[src/rtl/imm_extend_pipe.sv]
// Two-stage pipelined RISC-V immediate extender with valid/ready handshake and flush.
// Optional macro IMM_ZEXT_EN enables the CSR zimm (src=5) zero-extended immediate.
module imm_extend_pipe #(
  parameter int unsigned XLEN = 32
) (
  input  logic            clk,
  input  logic            rst,
  input  logic            in_valid,
  output logic            in_ready,
  input  logic [31:0]     in_instr,
  input  logic [2:0]      in_imm_src,
  input  logic            flush,
  output logic            out_valid,
  input  logic            out_ready,
  output logic [XLEN-1:0] out_imm,
  output logic            out_illegal
);

  localparam int unsigned ILEN = 32;
  localparam int unsigned SRCW = 3;

  localparam logic [SRCW-1:0] SRC_I = 3'd0;
  localparam logic [SRCW-1:0] SRC_S = 3'd1;
  localparam logic [SRCW-1:0] SRC_B = 3'd2;
  localparam logic [SRCW-1:0] SRC_U = 3'd3;
  localparam logic [SRCW-1:0] SRC_J = 3'd4;
`ifdef IMM_ZEXT_EN
  localparam logic [SRCW-1:0] SRC_Z = 3'd5;
`endif

  logic            v1;
  logic            v2;
  logic [ILEN-1:0] instr1;
  logic [SRCW-1:0] src1;
  logic [XLEN-1:0] imm2;
  logic            ill2;

  logic            ld1_c;
  logic            ld2_c;
  logic [ILEN-1:0] imm32_c;
  logic            ill_c;
  logic [XLEN-1:0] ext_c;
  logic            unused_opcode;

  // Opcode bits never contribute to any immediate.
  assign unused_opcode = ^instr1[6:0];

  assign in_ready = !v1 || !v2 || out_ready;
  assign ld1_c    = in_ready;
  assign ld2_c    = !v2 || out_ready;

  // Immediate extraction from the stage-1 instruction; bit 31 is always the sign.
  always_comb begin
    imm32_c = '0;
    ill_c   = 1'b0;
    case (src1)
      SRC_I: imm32_c = {{20{instr1[31]}}, instr1[31:20]};
      SRC_S: imm32_c = {{20{instr1[31]}}, instr1[31:25], instr1[11:7]};
      SRC_B: imm32_c = {{19{instr1[31]}}, instr1[31], instr1[7], instr1[30:25],
                        instr1[11:8], 1'b0};
      SRC_U: imm32_c = {instr1[31:12], 12'b0};
      SRC_J: imm32_c = {{11{instr1[31]}}, instr1[31], instr1[19:12], instr1[20],
                        instr1[30:21], 1'b0};
`ifdef IMM_ZEXT_EN
      SRC_Z: imm32_c = {27'b0, instr1[19:15]};
`endif
      default: ill_c = 1'b1;
    endcase
    ext_c = XLEN'($signed(imm32_c));
  end

  // Stage 1: capture raw instruction and select.
  always_ff @(posedge clk or posedge rst) begin
    if (rst) begin
      v1     <= 1'b0;
      instr1 <= '0;
      src1   <= '0;
    end else if (flush) begin
      v1 <= 1'b0;
    end else if (ld1_c) begin
      v1 <= in_valid;
      if (in_valid) begin
        instr1 <= in_instr;
        src1   <= in_imm_src;
      end
    end
  end

  // Stage 2: capture extended immediate; held while the consumer stalls.
  always_ff @(posedge clk or posedge rst) begin
    if (rst) begin
      v2   <= 1'b0;
      imm2 <= '0;
      ill2 <= 1'b0;
    end else if (flush) begin
      v2 <= 1'b0;
    end else if (ld2_c) begin
      v2 <= v1;
      if (v1) begin
        imm2 <= ext_c;
        ill2 <= ill_c;
      end
    end
  end

  assign out_valid   = v2;
  assign out_imm     = imm2;
  assign out_illegal = ill2;

endmodule
[config.mk]
export PLATFORM = sky130hd
export DESIGN_NAME = imm_extend_pipe
export DESIGN_NICKNAME = d
export VERILOG_FILES = /design/src/rtl/imm_extend_pipe.sv
export SDC_FILE = /design/constraint.sdc
export NUM_CORES = 1
export LEC_CHECK = 0
export ABC_AREA = 1
export BUFFER_PORTS_ARGS = -buffer_cell sky130_fd_sc_hd__clkbuf_2
export CORE_AREA = 2 2 88 90
export DETAILED_ROUTE_END_ITERATION = 6
export DIE_AREA = 0 0 90 92
export PLACE_DENSITY_LB_ADDON = 0.08
export SLEW_MARGIN = 0
export SYNTH_ARGS = -nofsm -noshare
export SYNTH_HDL_FRONTEND = slang
export SYNTH_SLANG_ARGS = --single-unit
[constraint.sdc]
create_clock -name clk -period 2.1 [get_ports clk]
set_clock_uncertainty 0.05 [all_clocks]
set_input_delay 0 -clock clk [delete_from_list [all_inputs] [get_ports clk]]
set_output_delay 0 -clock clk [all_outputs]
set_load 0.02 [all_outputs]
==> results of run 1 <==
[power by group through the flow]
stage	clock (W)	combinational [W]	sequential (W)
final	0.00118	0.000818	0.00156
after global routing	0.00126	0.000921	0.00159
after CTS	0.00121	0.000832	0.00156
after detailed placement	0	0.000781	0.00159
after global placement	0	0.000775	0.00158
after floorplan	0	0.000375	0.00172
[logic make-up (layout without fill, tap and decap cells)]
kind of cell,count (synthesis),after routing,share of synthesized area (%)
compound gates,46,46,8.89
buf+inv,57,161,9.02
flops,63,63,54.6
simple gates,192,192,27.5
[worst max-delay path: stages (launching register included)]
cell and delay (ns):
dfrtp_1 0.34, inv_1 0.06, nor2_4 0.13, nand2_2 0.08, nand3_2 0.32, o21ai_0 0.15, dlygate4sd3_1 0.58
[flip-flops by register name (all words and copies together) (netlist names)]
name,cells
out_imm,32
instr1,25
src1,3
out_illegal,1
out_valid,1
v1,1
[stage by stage]
| step | cell area [µm²] | hold slack (ns) | instances | setup WS, ns | total power (W) |
|---|---|---|---|---|---|
| 3_3_place_gp | 3300 | 0.0924 | 516 | 0.543 | 0.00235 |
| 6_report | 3850 | 0.173 | 564 | 0.275 | 0.00356 |
| 5_1_grt | 3850 | 0.256 | 564 | 0.0641 | 0.00377 |
| 2_1_floorplan | 2890 | 0.0607 | 358 | 0.480 | 0.00210 |
| 3_5_place_dp | 3300 | 0.0892 | 516 | 0.515 | 0.00237 |
| 4_1_cts | 3850 | 0.169 | 564 | 0.252 | 0.00361 |
[layout make-up]
class,count,area (µm²)
well taps,102,128
repair buffers,102,703
flip-flops and latches,63,1580
inverters,43,161
multi-input cells,238,1050
fillers,779,3600
clock buffers,13,159
clock inverters,3,65.1
[cells in the final DEF, fill, tap and decap left out, drive strengths merged]
master / count
nor2: 12
nand3: 6
bufinv: 2
a21oi: 9
o211ai: 1
o21ai: 35
inv: 43
clkinv: 1
o21a: 1
clkbuf: 80
nand2: 172
buf: 3
dfrtp: 63
nand4: 2
dlygate4sd3: 32
[per-layer routing]
metal	part of all wire, %	wire length (µm)
met1	49	3210
met2	45	2940
met3	4.7	306
met4	1.8	119
met5	0	0
[worst max path at each step]
| stage | end | cells past startpoint |
|---|---|---|
| 4_1_cts | v1$_DFFE_PP0P_ | 6 |
| 5_1_grt | v1$_DFFE_PP0P_ | 6 |
| 6_report | v1$_DFFE_PP0P_ | 6 |
| 3_3_place_gp | src1[0]$_DFFE_PP0P_ | 7 |
| 3_5_place_dp | instr1[7]$_DFFE_PP0P_ | 7 |
| 2_1_floorplan | instr1[10]$_DFFE_PP0P_ | 1 |
[timing repair]
item,in CTS,in global routing
buffers inserted,0,0
hold buffers,32,0
endpoints found under the hold margin,60,0
resized for setup,0,0
==> results.txt, run 1 <==
Outcome - completed
Global route hottest layer - met2
Final min period - 1.83 ns
CP max FO - 25
Tot GR Track Use - 17.0%
Ys flop type - dfrtp_1
CTS tree - yes
Register area share after synthesis - 54.6%
Syn-to-layout area delta - 33.3%
Die extent in y - 92 µm
Seq cells post-synth - 63
Global-route wire length before repair - 11,000 µm
Sw frac - 31.1%
Critical R2R Launch - out_valid$_DFFE_PP0P_
Yosys Warn Count - 0
Gate power share - 23.0%
Max-cap violations - 0
Worst setup path category - reg2reg
GPL Wtd Cong - 0.837
Dominant cell type by area after synthesis - dfrtp_1
Row count - 32
Core area - 0.00745 mm²
Final period utilization - 86.9%
Port buffer count - 67
RSZ-0062 raised after global routing - no
Later-pin clock latency in the skew report - 0.34 ns
Reg power frac - 43.8%
CTS max path bufs - 2
Final-report hold violation count - 0
Crit end category - flop
Clk pin slew, worst setup/hold paths - 0.06 ns
Grt ovf - 0
CTS Buf Count - 9
Met3 global-route usage - 3.45%
Mapped Area - 0.00289 mm²
Number of routed nets with antenna violations - 0
Fmax - 0.548 GHz
Clk pwr share - 33.2%
Switch Pwr - 0.00111 W
Starting DRT DRC Count - 148
DR DRC count - 0
Initial Utilization - 38.8%
Crit path DAT - 1.99 ns
CTS H-tree lvls - 3
Mapped Avg Cell Area - 8.06 µm²
WL/cell - 11.6 µm
Post-synthesis cell count - 358
Routed vias - 2,440
I/O pin count - 75
Top cells by area, synth - dfrtp_1 55%, nand2_1 22%, inv_1 5.1%
Syn_nets - 398
Largest net degree at the start of global routing - 34
Reg2Reg Depth - 6
# setup viols final - 0
Unique masters post-synth - 21
Root Driver - clkbuf_8
P_int - 0.00245 W
Async set or reset register ratio after synthesis - 100%
TritonRoute pass-1 iters - 5
Ant diodes - 0
Hold depth - 3
Worst Setup SP - out_valid$_DFFE_PP0P_
Synth cell count leaders - 168 x nand2_1, 63 x dfrtp_1, 39 x inv_1
Hold Path End - src1[2]$_DFFE_PP0P_
Die area - 0.00828 mm²
Vias per cell - 4.33
Crit start category - flop
Count leader, synth - nand2_1
Final core utilization - 51.7%
Maximum VDD drop - 0.414 mV
Max-slew headroom - 53.8%
Sink Count - 63
Hold Path Class - in2reg
M1 GR Usage - 23.2%
FF-to-FF End - v1$_DFFE_PP0P_
Slew Limit Fails - 0
Final-stage net count - 497
Worst EP required - 2.26 ns
Initial antenna violation count - 0
Post-Route Setup TNS - 0 ns
Worst Max-Slew Pin Slew - 0.691 ns
Met2 track demand over resource - 26.4%
Die width - 90 µm
Number of synthesized flops with an enable pin - 0
P_leak - 2.18 nW
PD cells - 926 mW/mm²
Post-Route WL - 6570 µm
DP HPWL - 4340 µm
Reg2reg setup slack - 0.27 ns
Hold wc startpoint - in_valid
Layout cells sized above 1 - 22.3%
Synth top area share - 54.6%
Vias in the first global route - 2,324
Note: power is estimated with default switching activity, not from simulation.
==> run 2: changes to the inputs <==
Settings changed: BUFFER_PORTS_ARGS -buffer_cell sky130_fd_sc_hd__clkbuf_2 to not set, DONT_BUFFER_PORTS set to 1.
==> results.txt, run 2 (synthesis results as in run 1) <==
Fmax - 0.510 GHz
Die area - 0.00828 mm²
Slew Limit Fails - 0
Row count - 32
Maximum VDD drop - 0.441 mV
Die extent in y - 92 µm
Final min period - 1.96 ns
Port buffer count - 0
Tot GR Track Use - 17.1%
Outcome - completed
Root Driver - clkbuf_8
Fill count - 790
CTS H-tree lvls - 3
WL met3 - 383 µm
Sink Count - 63
Reg2Reg Depth - 7
Vias in the first global route - 2,190
Syn-to-layout area delta - 22.2%
WL met1 - 3230 µm
Final-stage net count - 431
DP HPWL - 4460 µm
Final-report hold violation count - 0
Die width - 90 µm
Routed vias - 2,204
Vias per cell - 4.43
Initial Utilization - 38.8%
Hold depth - 3
GPL Wtd Cong - 0.791
Initial antenna violation count - 0
Number of routed nets with antenna violations - 0
Post-Route Setup TNS - 0 ns
Final Power - 0.00346 W
FF-to-FF End - v1$_DFFE_PP0P_
Uppermost layer routed - met4
Commonest non-fill, non-tap cell in the layout - nand2_1
Starting DRT DRC Count - 116
Met2 WL - 2990 µm
Global-route wire length before repair - 11,000 µm
Crit path DAT - 2.13 ns
CTS tree - yes
CTS max path bufs - 2
Post-CTS setup buffers - 0
CP max FO - 57
Hold wc startpoint - in_valid
Grt ovf - 0
CTS Buf Count - 9
Clk pin slew, worst setup/hold paths - 0.07 ns
Crit end category - flop
Max-cap violations - 0
Layout cells sized above 1 - 10.1%
Core area - 0.00745 mm²
Max-slew headroom - 56.0%
P_leak - 1.90 nW
Critical R2R Launch - out_valid$_DFFE_PP0P_
TritonRoute pass-1 iters - 4
Final period utilization - 93.4%
Ant diodes - 0
Footprint of the multi-input gates - 0.00105 mm²
PD cells - 981 mW/mm²
Reg2reg setup slack - 0.14 ns
WL/cell - 13.5 µm
Later-pin clock latency in the skew report - 0.34 ns
Post-Route WL - 6710 µm
Slowest cell on crit path - dlygate4sd3_1
# setup viols final - 0
Most frequent cells in the layout - 168 x nand2_1, 62 x dfrtp_1, 38 x inv_1
Largest net degree at the start of global routing - 58
Max FFs per register - 32
DR DRC count - 0
I/O pin count - 75
Max stage delay on crit path - 0.57 ns
Crit start category - flop
Hold Path Class - in2reg
CP Cell Sequence - inv_1, nor2_4, nand2_2, nand3_2, buf_12, o21ai_0, dlygate4sd3_1
Register area - 0.00158 mm²
Worst EP required - 2.27 ns
Worst Max-Slew Pin Slew - 0.658 ns
Worst setup path category - reg2reg
Hold Path End - instr1[21]$_DFFE_PP0P_
RSZ-0062 raised after global routing - no
==> run 2: cell type report <==
type / instances / share of cell area, %
tap: 102 / 3.62
multi-input combinational: 238 / 29.9
sequential: 63 / 44.7
timing repair buffer: 36 / 10.6
clock buffer: 11 / 4.29
clock inverter: 5 / 2.27
inverter: 43 / 4.57
==> run 2: worst max-delay path by stage <==
| stage | startpoint | end | slack, ns | cells past startpoint |
|---|---|---|---|---|
| final | out_valid$_DFFE_PP0P_ | v1$_DFFE_PP0P_ | 0.14 | 7 |
| after global routing | out_valid$_DFFE_PP0P_ | v1$_DFFE_PP0P_ | 0.004 | 7 |
| after CTS | out_valid$_DFFE_PP0P_ | v1$_DFFE_PP0P_ | 0.06 | 7 |
| after detailed placement | out_valid$_DFFE_PP0P_ | out_imm[31]$_DFFE_PP0P_ | 0.54 | 6 |
| after global placement | out_valid$_DFFE_PP0P_ | out_imm[8]$_DFFE_PP0P_ | 0.57 | 6 |
| after floorplan | rst | instr1[10]$_DFFE_PP0P_ | 0.48 | 1 |
==> run 2: what timing repair did <==
item	CTS	global route
setup endpoints to repair	0	1
hold buffers	32	0
hold endpoints to repair	59	0
gates resized for setup	0	1
==> run 2: worst max-delay path: cells and delay by family, from the launching register on <==
kind            cells  cell delay, ns
buf+inv             3            0.88
compound gates      1            0.11
simple gates        3            0.38
flops               1            0.42
==> run 2: where the power goes <==
group / switching [W] / leakage (nW) / internal, W
clock: 0.000488 / 0.112 / 0.000731
combinational: 0.000291 / 0.986 / 0.000197
sequential: 0.000337 / 0.798 / 0.00142
==> run 2: through the flow <==
stage | std cells | util (%) | hold slack, ns | worst slack, ns | area (µm²)
global route | 498 | 47.4 | 0.0757 | 0.00419 | 3530
detailed placement | 450 | 40.0 | -0.0271 | 0.542 | 2980
CTS | 498 | 47.4 | 0.0347 | 0.0639 | 3530
finish | 498 | 47.4 | 0.0485 | 0.138 | 3530
floorplan | 358 | - | 0.0607 | 0.480 | 2890
global placement | 450 | 40.0 | -0.0293 | 0.571 | 2980
==> run 2: per-layer routing <==
metal  global-route usage [%]  vias to the layer above
met1                     23.7                      986
met4                     8.46                        0
met3                     4.03                        7
met5                        0                        -
li1                         -                     1153
met2                     25.4                       58
